## src/rtl/dmem_bus_bridge.sv

```systemverilog
// rtl/dmem_bus_bridge.sv - core data-memory port to single-beat req/ack bus bridge
// Stalls the core while a bus access is outstanding and reports misaligned, bus-error and timeout faults.
module dmem_bus_bridge #(
  parameter int unsigned TIMEOUT_CYCLES = 255
) (
  input  logic        clk_i,
  input  logic        rst_i,
  input  logic        core_req_i,
  input  logic        core_we_i,
  input  logic [31:0] core_addr_i,
  input  logic [31:0] core_wdata_i,
  input  logic [2:0]  core_width_i,
  output logic [31:0] core_rdata_o,
  output logic        core_stall_o,
  output logic        fault_valid_o,
  output logic [1:0]  fault_cause_o,
  output logic [31:0] fault_addr_o,
  output logic        bus_req_o,
  output logic        bus_we_o,
  output logic [31:0] bus_addr_o,
  output logic [31:0] bus_wdata_o,
  output logic [3:0]  bus_be_o,
  input  logic        bus_ack_i,
  input  logic [31:0] bus_rdata_i,
  input  logic        bus_err_i
);

  typedef enum logic [1:0] {IDLE, BUSY, DONE} state_t;

  localparam int unsigned CW   = (TIMEOUT_CYCLES > 1) ? $clog2(TIMEOUT_CYCLES + 1) : 1;
  localparam int unsigned TLIM = (TIMEOUT_CYCLES == 0) ? 0 : TIMEOUT_CYCLES - 1;
  localparam logic [CW-1:0] CNT_LAST = CW'(TLIM);

  state_t        state;
  logic [CW-1:0] cnt;
  logic [1:0]    off;
  logic [31:0]   acc_addr;
  logic          legal;
  logic [3:0]    be_c;
  logic [31:0]   wdata_c;
  logic          timed_out;

  always_comb begin
    legal   = 1'b0;
    be_c    = 4'b0000;
    wdata_c = core_wdata_i;
    case (core_width_i)
      3'b000, 3'b100: begin
        legal   = 1'b1;
        be_c    = 4'b0001 << core_addr_i[1:0];
        wdata_c = {4{core_wdata_i[7:0]}};
      end
      3'b001, 3'b101: begin
        legal   = ~core_addr_i[0];
        be_c    = 4'b0011 << {core_addr_i[1], 1'b0};
        wdata_c = {2{core_wdata_i[15:0]}};
      end
      3'b010: begin
        legal   = (core_addr_i[1:0] == 2'b00);
        be_c    = 4'b1111;
      end
      default: ;
    endcase
  end

  // The counter starts at zero on BUSY entry, so the last permitted BUSY cycle sees TIMEOUT_CYCLES-1.
  assign timed_out    = (TIMEOUT_CYCLES != 0) && (cnt == CNT_LAST);
  assign core_stall_o = ((state == IDLE) && core_req_i && legal) || (state == BUSY);

  always_ff @(posedge clk_i) begin
    if (!rst_i) begin
      state         <= IDLE;
      cnt           <= '0;
      off           <= 2'b00;
      acc_addr      <= 32'h0;
      bus_req_o     <= 1'b0;
      bus_we_o      <= 1'b0;
      bus_addr_o    <= 32'h0;
      bus_wdata_o   <= 32'h0;
      bus_be_o      <= 4'b0000;
      core_rdata_o  <= 32'h0;
      fault_valid_o <= 1'b0;
      fault_cause_o <= 2'b00;
      fault_addr_o  <= 32'h0;
    end else begin
      fault_valid_o <= 1'b0;
      case (state)
        IDLE: begin
          if (core_req_i && legal) begin
            state       <= BUSY;
            cnt         <= '0;
            off         <= core_addr_i[1:0];
            acc_addr    <= core_addr_i;
            bus_req_o   <= 1'b1;
            bus_we_o    <= core_we_i;
            bus_addr_o  <= {core_addr_i[31:2], 2'b00};
            bus_wdata_o <= wdata_c;
            bus_be_o    <= be_c;
          end else if (core_req_i) begin
            fault_valid_o <= 1'b1;
            fault_cause_o <= 2'b01;
            fault_addr_o  <= core_addr_i;
          end
        end
        BUSY: begin
          if (bus_err_i) begin
            state         <= DONE;
            bus_req_o     <= 1'b0;
            core_rdata_o  <= 32'h0;
            fault_valid_o <= 1'b1;
            fault_cause_o <= 2'b10;
            fault_addr_o  <= acc_addr;
          end else if (bus_ack_i) begin
            state        <= DONE;
            bus_req_o    <= 1'b0;
            core_rdata_o <= bus_rdata_i >> {off, 3'b000};
          end else if (timed_out) begin
            state         <= DONE;
            bus_req_o     <= 1'b0;
            core_rdata_o  <= 32'h0;
            fault_valid_o <= 1'b1;
            fault_cause_o <= 2'b11;
            fault_addr_o  <= acc_addr;
          end else begin
            cnt <= cnt + 1'b1;
          end
        end
        DONE: begin
          state <= IDLE;
        end
        default: state <= IDLE;
      endcase
    end
  end

endmodule

```

## config.mk

```make
export PLATFORM = sky130hd
export DESIGN_NAME = dmem_bus_bridge
export DESIGN_NICKNAME = d
export VERILOG_FILES = /design/src/rtl/dmem_bus_bridge.sv
export SDC_FILE = /design/constraint.sdc
export NUM_CORES = 1
export LEC_CHECK = 0
export CAP_MARGIN = 20
export CORE_ASPECT_RATIO = 1.75
export CORE_UTILIZATION = 41
export CTS_CLUSTER_DIAMETER = 150
export DETAILED_ROUTE_END_ITERATION = 16
export PLACE_DENSITY = 0.72
export SLEW_MARGIN = 20
export SYNTH_ARGS = -nofsm -noshare
export SYNTH_HDL_FRONTEND = slang
export SYNTH_SLANG_ARGS = --single-unit
```

## constraint.sdc

```tcl
create_clock -name clk_i -period 1.85 [get_ports clk_i]
set_clock_uncertainty 0.2 [all_clocks]
set_input_delay 0.2775 -clock clk_i [delete_from_list [all_inputs] [get_ports clk_i]]
set_output_delay 0.2775 -clock clk_i [all_outputs]
set_load 0.005 [all_outputs]
```

======== Yosys cells after proc, flatten, opt, wreduce, memory -nomap -nowiden ========
Index checks and enable logic that the tools add are counted.
word-level totals
  register bits after elaboration ......... 179
  bits in latches ......................... 0
  RAM bits ................................ 0
  ROM bits ................................ 0
  bits of input ports ..................... 105
  output and inout port bits .............. 138
  memories kept ........................... 0
operators by class
  $add $sub $neg .......................... 1
  multipliers ............................. 0
  divide/modulo/power cells ............... 0
  order comparisons ....................... 0
  equal/unequal tests ..................... 15
  shifts and indexed selects .............. 3
  multiplexer cells ....................... 39
  bitwise gates (word level) .............. 1
  reduce and logical (&&, ||, !) cells .... 17
operator list
  cell                                                                   count
  32-bit two-way mux                                                     8
  32-bit one-hot mux with 2 select lines                                 2
  8-bit two-way mux                                                      4
  32-bit by 5-bit right shift with 32-bit output                         1
  2-bit two-way mux                                                      9
  8-bit one-hot mux with 2 select lines                                  1
  4-bit one-hot mux with 3 select lines                                  1
  2-bit != test, second input constant                                   5
  5-bit AND reduction                                                    2
  1-bit two-way mux                                                      9
  8-bit by 1-bit adder with 8-bit output, second input constant          1
  8-bit equality test, second input constant                             1
  2-bit one-hot mux with 2 select lines                                  2
  3-bit equality test, second input constant                             2
  3-bit != test, second input constant                                   2
  2-bit AND reduction                                                    3
  2-bit zero test                                                        2
  4-bit != test, second input constant                                   1
  1-bit one-hot mux with 2 select lines                                  2
  2-bit OR reduction                                                     2
  1-bit by 2-bit left shift with 4-bit output, first input constant      1
  2-bit by 2-bit left shift with 4-bit output, first input constant      1
  3-bit by 1-bit equality test with 1-bit output, second input constant  1
  3-bit by 2-bit equality test with 1-bit output, second input constant  1
  10 further kinds                                                       12

======== Depth between registers and ports, before layout ========
Gate-level depths: netlist of run 1.
  word-level depth ........................ 6
  gate-level depth with buffers ........... 8

======== Worst setup path after synthesis of run 1 ========
No wires, ideal clock.
  path type ............................... reg2reg
  from .................................... reg cnt[0]
  to ...................................... reg core_rdata_o[20]
  library setup time ...................... 0.070 ns
  arrival time ............................ 1.672 ns
  data required time ...................... 1.580 ns
  path slack .............................. -0.092 ns
  stages on the path, launching flop included .. 8
  cells stage by stage .................... dfxtp_1 inv_1 ha_1 nand3_1 o21a_4 buf_6 or4_1 a21boi_1
between the ends
  cells in the longest elaborated chain, start to end .. 3
ends and longest elaborated chain
  item                                  RTL line  text
  start, declared                       35        logic [CW-1:0] cnt;
  start signal, assigned                125       cnt <= cnt + 1'b1;
  8-bit equality test                   67        assign timed_out = (TIMEOUT_CYCLES != 0) && (cnt == CNT_LAST);
  3-bit nonzero test (no source line)   n/a
  2-bit AND reduction (no source line)  n/a
  end signal, assigned                  116       core_rdata_o <= bus_rdata_i >> {off, 3'b000};
  end, declared                         13        output logic [31:0] core_rdata_o,
Every way passes these cells.
A chain may end at the register's enable or synchronous reset.

======== Worst setup path after layout of run 1 ========
  from .................................... reg cnt[0]
  to ...................................... reg fault_addr_o[23]
between the ends
  cells in the longest elaborated chain, start to end .. 3
ends and longest elaborated chain
  item                                  RTL line  text
  8-bit equality test                   67
  3-bit != test (no source line)        n/a
  5-bit AND reduction (no source line)  n/a
  end signal, assigned                  102       fault_addr_o <= core_addr_i;
  end signal, assigned                  112       fault_addr_o <= acc_addr;
  end signal, assigned                  123       fault_addr_o <= acc_addr;
  end, declared                         17        output logic [31:0] fault_addr_o,
Every way passes these cells.

==> flow_summary_export.csv, run 1 <==
group,metric,value,unit
synthesis,synth_compound_area_share,24.5,%
synthesis,ys_seq_area_share,41.7,%
synthesis,synthMuxAreaShare,11.2,%
synthesis,synth_top_family_by_area,"compound AO/OA/AOI/OAI gates",
synthesis,synth-simple-area-share,14.0,%
route,dr.first_iter.drc_count,266,
floorplan,dieArea,17800,um2
critical_path,worst-path-max-fanout,6,
synthesis,synth_top_area_share,41.7,%
final_layout,final_common_cell,"clkdlybuf4s50_1",
place,dpl_cell_area,9970,um2
synthesis,ys_seq_elements,147,
final_layout,fillCellCount,1430,
global_routing,grt_pass1_vias,6503,
final_layout,mostFrequentLayoutCells,"clkdlybuf4s50_1 (228), dfxtp_1 (140), nand2_1 (128)",
status,violations,"negative setup slack",
synthesis,synth_ff_type,"dfxtp_1",
floorplan,ioPinCount,243,
sta,tightestPinTransition,534,ps
global_routing,antenna_found_initial,2,
cts,ctsHoldBuffers,0,
synthesis,synth_cell_type_count,48,
synthesis,synth_top_area_cell,"dfxtp_1",
critical_path,path_class,"register to register",
cts,root_buffer,"clkbuf_16",
floorplan,fp.dieH,176,um
critical_path,crit_required,1990,ps
route,route.vias.total,6870,
power_and_ir_drop,powerDensity,782,nW/um2
global_routing,grt_pass1_wl,34500,um
cts,cts.path.max_buffers,2,
power_and_ir_drop,p_total,8.67,mW
sta,fmax,522,MHz
global_routing,grt-ovfl-total,0,
synthesis,synth_xor_area_share,0.124,%
route,vias_per_cell,5.35,
cts,cts_buffers,17,
final_layout,drive_gt1_share,16.7,%
critical_path,startpoint_type,"register",
final_layout,stdcell_area,11100,um2
sta,finalHoldViolCount,0,
status,status,"finished with violations",
synthesis,synth-adder-area-share,0.354,%
synthesis,yosys_warnings,0,
cts,clk_pin_slew,70,ps
sta,slew_viol_final,0,
sta,setup_ws,-66.9,ps
cts,cts_max_level,4,
cts,cts_tree,"yes",
synthesis,async_reset_ff_share,0,%
floorplan,start_util,41.9,%
route,routed_wl,23400,um
place,hpwl,16000,um
route,drt_pass1_iterations,4,
run,max_cap_violations,0,
sta,holdWs,16.0,ps
cts,cts.sinks,147,
synthesis,synthCells,796,
synthesis,synth-edff-count,0,
power_and_ir_drop,max-vdd-ir-drop,594,uV
synthesis,ys_top_cells_by_area,"dfxtp_1 (42%), mux2i_1 (11%), a21boi_0 (8.3%), nand2_1 (6.9%), o21ai_0 (3.8%)",
route,drc_errors,0,
floorplan,std_cell_rows,63,
global_routing,grt_max_degree,71,
place,portBuffers,240,
sta,finalSetupTns,-1300,ps
power_and_ir_drop,power_leakage,4.50,nW
hold_path,min_path_type,"primary input to register",
floorplan,die_w,101,um
route,ant_nets,0,
global_routing,track_usage,25.2,%
floorplan,core,16900,um2
synthesis,avgSynthCellArea,8.87,um2
cts,clk_latency,420,ps
final_layout,synthToLayoutAreaGrowth,57.0,%
sta,rsz0062_at_grt,"true",
sta,max_slew_margin,63.4,%
sta,finalSetupViolCount,38,
critical_path,endpoint_kind,"register",
route,routedWlPerCell,18.3,um
sta,period_minus_slack,1920,ps
synthesis,syn-cell-area,7060,um2
critical_path,worst_ep_arrival_time,2060,ps
sta,post-route-period-util,104,%
place,gp_congestion,0.825,
final_layout,fin_nets,1149,
[layout make-up]
cell class	instances	area, um2	share of cell area, %
inverter	5	18.8	0.169
multi-input combinational	540	3770	34.0
tap	227	284	2.56
clock buffer	19	453	4.08
timing repair buffer	331	3440	31.0
clock inverter	13	171	1.55
sequential	147	2950	26.6
antenna	1	2.50	0.0226
[stage by stage]
step,utilization [%],worst slack [ps],instances
2_1_floorplan,-,19.4,797
3_3_place_gp,59.1,-513,1229
3_5_place_dp,59.1,-543,1229
4_1_cts,63.7,-30.2,1270
5_1_grt,65.8,-208,1283
6_report,65.8,-66.9,1283
[worst paths after layout]
path / depth (start not counted) / slack (ps) / endpoint / startpoint
setup / recovery: 9 / -70 / fault_addr_o[23] / cnt[0]
hold / removal: 2 / 20 / bus_wdata_o[14] / rst_i
setup reg to reg: 9 / -70 / fault_addr_o[23] / cnt[0]
hold reg to reg: 2 / 260 / core_rdata_o[5] / core_rdata_o[5]
[flip-flops by register name (all words and copies together), names as in the netlist, 2 cells and up]
register,flops
bus_wdata_o,32
core_rdata_o,32
fault_addr_o,32
acc_addr,31
cnt,8
bus_be_o,4
fault_cause_o,2
state,2
[critical path, cell delays in order, from the launching register on]
cell and delay (ps):
dfxtp_2 320, inv_2 80, ha_4 140, nand3_4 70, buf_6 140, o41ai_4 320
buf_6 220, buf_12 130, o31ai_1 80, a21oi_1 150
[report_power, final]
| part | internal [mW] | switching (mW) | leakage (nW) |
|---|---|---|---|
| clock | 2.22 | 1.44 | 0.301 |
| sequential | 3.34 | 0.103 | 1.20 |
| combinational | 0.883 | 0.687 | 3.00 |
| total | 6.44 | 2.23 | 4.50 |
[cell usage after synthesis, drive strengths merged, types with 4 or more instances]
cell type	n
a21boi	82
a21oi	39
buf	61
clkbuf	44
dfxtp	147
inv	5
mux2i	79
nand2	129
nand3	10
nand4	26
nor2	9
nor3b	4
o211a	18
o21a	4
o21ai	55
o2bb2ai	8
o31ai	34
or4	10
[routing by layer]
layer  GRT usage [%]  up-vias  routed length [um]
li1                -     3313                   -
met1            26.2     3280                8390
met2            47.0      221               12900
met3            5.53       54                1190
met4            11.0        2                 894
met5               0        -                  13
[cells by family (layout without fill, tap and decap cells)]
logic type      count (synthesis)  in the layout
mux                            79             79
other cells                     1              3
compound gates                250            250
simple gates                  206            206
xor+xnor                        1              1
buf+inv                       110            368
flops                         147            147
fa+ha+maj                       2              2
[what timing repair did]
action                     4_1_cts  5_1_grt
buffers inserted                 8        7
cloned                           1        6
gates resized for setup         34       69
pin swaps                        9       39
setup endpoints to repair      136      134
Power figures use the tool's default switching activity.
==> run 2, diff against run 1 <==
--- a/config.mk
+++ b/config.mk
@@ -5,13 +5,15 @@
 export SDC_FILE = /design/constraint.sdc
 export NUM_CORES = 1
 export LEC_CHECK = 0
+export ABC_AREA = 1
 export CAP_MARGIN = 20
 export CORE_ASPECT_RATIO = 1.75
-export CORE_UTILIZATION = 41
+export CORE_UTILIZATION = 42
 export CTS_CLUSTER_DIAMETER = 150
 export DETAILED_ROUTE_END_ITERATION = 16
-export PLACE_DENSITY = 0.72
+export PLACE_DENSITY = 0.74
 export SLEW_MARGIN = 20
 export SYNTH_ARGS = -nofsm -noshare
 export SYNTH_HDL_FRONTEND = slang
 export SYNTH_SLANG_ARGS = --single-unit
+export TNS_END_PERCENT = 30
==> run 2 against run 1 <==
Compared with the run above:
- non-clock buffer count is 15 lower
- maximum frequency is 7.3% higher
- clock power is 8.7% lower
- global-route usage is 1.2 points lower
- first-iteration DRC count is 19% higher
- via count is 7.5% higher
- critical endpoint is now fault_addr_o[7]
- the flow now finishes without violations
- worst setup slack better by 130 ps
- synthesized area is 1.4% higher
==> flow_summary_export.csv, run 2 <==
group,metric,value,unit
power_and_ir_drop,p_comb_share,20.4,%
place,hpwl,14700,um
route,vias_per_cell,4.99,
final_layout,fin_cells,1478,
route,dr.first_iter.drc_count,316,
sta,holdWs,62.8,ps
sta,post-route-period-util,96.5,%
floorplan,die_w,101,um
route,routed_wl,21900,um
sta,period_minus_slack,1790,ps
sta,finalHoldViolCount,0,
synthesis,synth-edff-count,0,
critical_path,endpoint_kind,"output pin",
global_routing,track_usage,24.0,%
critical_path,crit_required,1370,ps
cts,cts.path.max_buffers,2,
status,status,"finished clean",
global_routing,antenna_found_initial,0,
route,drt_pass1_iterations,5,
sta,setup_ws,63.9,ps
route,ant_nets,0,
floorplan,ioPinCount,243,
cts,cts_max_level,4,
critical_path,path_buf_inv,1,
final_layout,fillCellCount,1443,
synthesis,yosysMostFrequentCell,"dfxtp_1",
synthesis,syn-cell-area,7160,um2
power_and_ir_drop,p_total,8.57,mW
place,dpl_cell_area,9870,um2
synthesis,synthMuxAreaShare,0.699,%
synthesis,synth_compound_area_share,20.8,%
synthesis,synth_xor_area_share,0.367,%
critical_path,r2r_setup_slack,70,ps
cts,clk_latency,410,ps
critical_path,cp_cell_sequence,"clkdlybuf4s50_1",
final_layout,finish.utilization,65.5,%
cts,cts_tree,"yes",
power_and_ir_drop,max-vdd-ir-drop,542,uV
floorplan,fp.dieH,175,um
final_layout,mostFrequentLayoutCells,"clkdlybuf4s50_1 (234), dfxtp_1 (143), o21ai_0 (141)",
global_routing,grt_pass1_vias,6778,
synthesis,synth-simple-area-share,23.1,%
power_and_ir_drop,power.switching,2.26,mW
synthesis,yosys_warnings,0,
synthesis,avgSynthCellArea,7.09,um2
final_layout,final_common_cell,"clkdlybuf4s50_1",
cts,cts_buffers,17,
final_layout,stdcell_area,10800,um2
floorplan,start_util,43.3,%
final_layout,fin_nets,1350,
cts,cts.sinks,147,
synthesis,ys_seq_elements,147,
sta,fmax,560,MHz
run,max_cap_violations,0,
power_and_ir_drop,pwr-share-clk,39.0,%
critical_path,r2r_cells,10,
final_layout,synthToLayoutAreaGrowth,51.1,%
global_routing,grt-ovfl-total,0,
final_layout,largestRegisters,"bus_wdata_o x32, core_rdata_o x32, fault_addr_o x32",
sta,rsz0062_at_grt,"true",
critical_path,slowest_delay,570,ps
floorplan,core,16500,um2
sta,finalSetupTns,0,ps
critical_path,crit_cells,1,
critical_path,startpoint_type,"register",
sta,slew_viol_final,0,
power_and_ir_drop,powerDensity,792,nW/um2
place,gp_congestion,0.871,
hold_path,min_path_type,"primary input to register",
route,drc_errors,0,
cts,ctsHoldBuffers,0,
synthesis,synth_top_family_by_area,"simple AND/OR/NAND/NOR gates",
critical_path,worst-path-max-fanout,2,
power_and_ir_drop,intPower,6.31,mW
synthesis,synthTopCellsByCount,"dfxtp_1 (147), o21ai_0 (143), nand2_1 (139)",
cts,root_buffer,"clkbuf_16",
critical_path,worst_ep_arrival_time,1310,ps
power_and_ir_drop,power_leakage,4.40,nW
global_routing,grt_pass1_wl,33400,um
cts,clk_pin_slew,60,ps
synthesis,async_reset_ff_share,0,%
synthesis,synthCells,1010,
floorplan,std_cell_rows,62,
place,pre_cts_ws,-453,ps
floorplan,dieArea,17600,um2
hold_path,hold-path-cell-count,3,
route,routedWlPerCell,14.8,um
critical_path,critPathTopFamily,"buffers and inverters",
place,placed_cells,1430,
power_and_ir_drop,swShare,26.4,%
global_routing,grt_max_degree,71,
sta,finalSetupViolCount,0,
route,route.vias.total,7382,
final_layout,antennaDiodeCount,0,
synthesis,synth_top_area_share,41.1,%
synthesis,synth_cell_type_count,33,
synthesis,synth_ff_type,"dfxtp_1",
critical_path,path_class,"register to output pin",
critical_path,crit_slowest_cell,"clkdlybuf4s50_1",
synthesis,ys_top_cells_by_area,"dfxtp_1 (41%), o21ai_0 (10%), nand2_1 (7.3%), a21oi_1 (7.1%), nand3_1 (6.6%)",
synthesis,synth_top_area_cell,"dfxtp_1",
synthesis,ys_seq_area_share,41.1,%
power_and_ir_drop,seq_power_share,40.6,%
final_layout,drive_gt1_share,14.4,%
synthesis,synth-adder-area-share,0.349,%
place,portBuffers,240,
## run 2: worst paths after layout
check	start	end
setup / recovery	fault_addr_o[7]	fault_addr_o[7]
hold / removal	rst_i	core_rdata_o[9]
setup reg to reg	state[0]	fault_addr_o[2]
hold reg to reg	acc_addr[17]	acc_addr[17]
## run 2: metal layers
metal	up-vias	track usage (%)	wire length, um
met5	-	0	0
met4	0	11.8	827
met3	43	4.76	1110
met2	242	41.2	11300
met1	3351	27.9	8580
li1	3746	-	-
## run 2: power groups by stage
stage	clock, mW	sequential [mW]	combinational, mW
2_1_floorplan	0	3.55	0.801
3_3_place_gp	0	3.54	1.64
3_5_place_dp	0	3.55	1.66
4_1_cts	3.41	3.48	1.69
5_1_grt	3.56	3.50	1.93
6_report	3.34	3.48	1.75
## run 2: final cells by class
class	count	area, um2	share of cell area [%]
Clock buffer	18	429	3.97
Clock inverter	12	133	1.23
Inverter	94	358	3.31
Multi-Input combinational cell	667	3350	31.0
Sequential cell	147	2950	27.2
Tap cell	224	280	2.59
Timing Repair Buffer	316	3320	30.7
## run 2: kinds of logic (layout without fill, tap and decap cells)
| family | Yosys count | in the layout |
|---|---|---|
| muxes | 5 | 5 |
| and+or+nand+nor | 374 | 374 |
| AOI/OAI and AO/OA | 281 | 281 |
| DFF | 147 | 147 |
| buffers and inverters | 197 | 440 |
| adders and majority gates | 2 | 2 |
| other | 1 | 2 |
| xor gates and xnor gates | 3 | 3 |
## run 2: what timing repair did
item	in CTS	in global routing
pin swaps	6	10
gates cloned	0	8
resized for setup	18	31
endpoints found under the setup margin	1	45
setup buffers	5	6
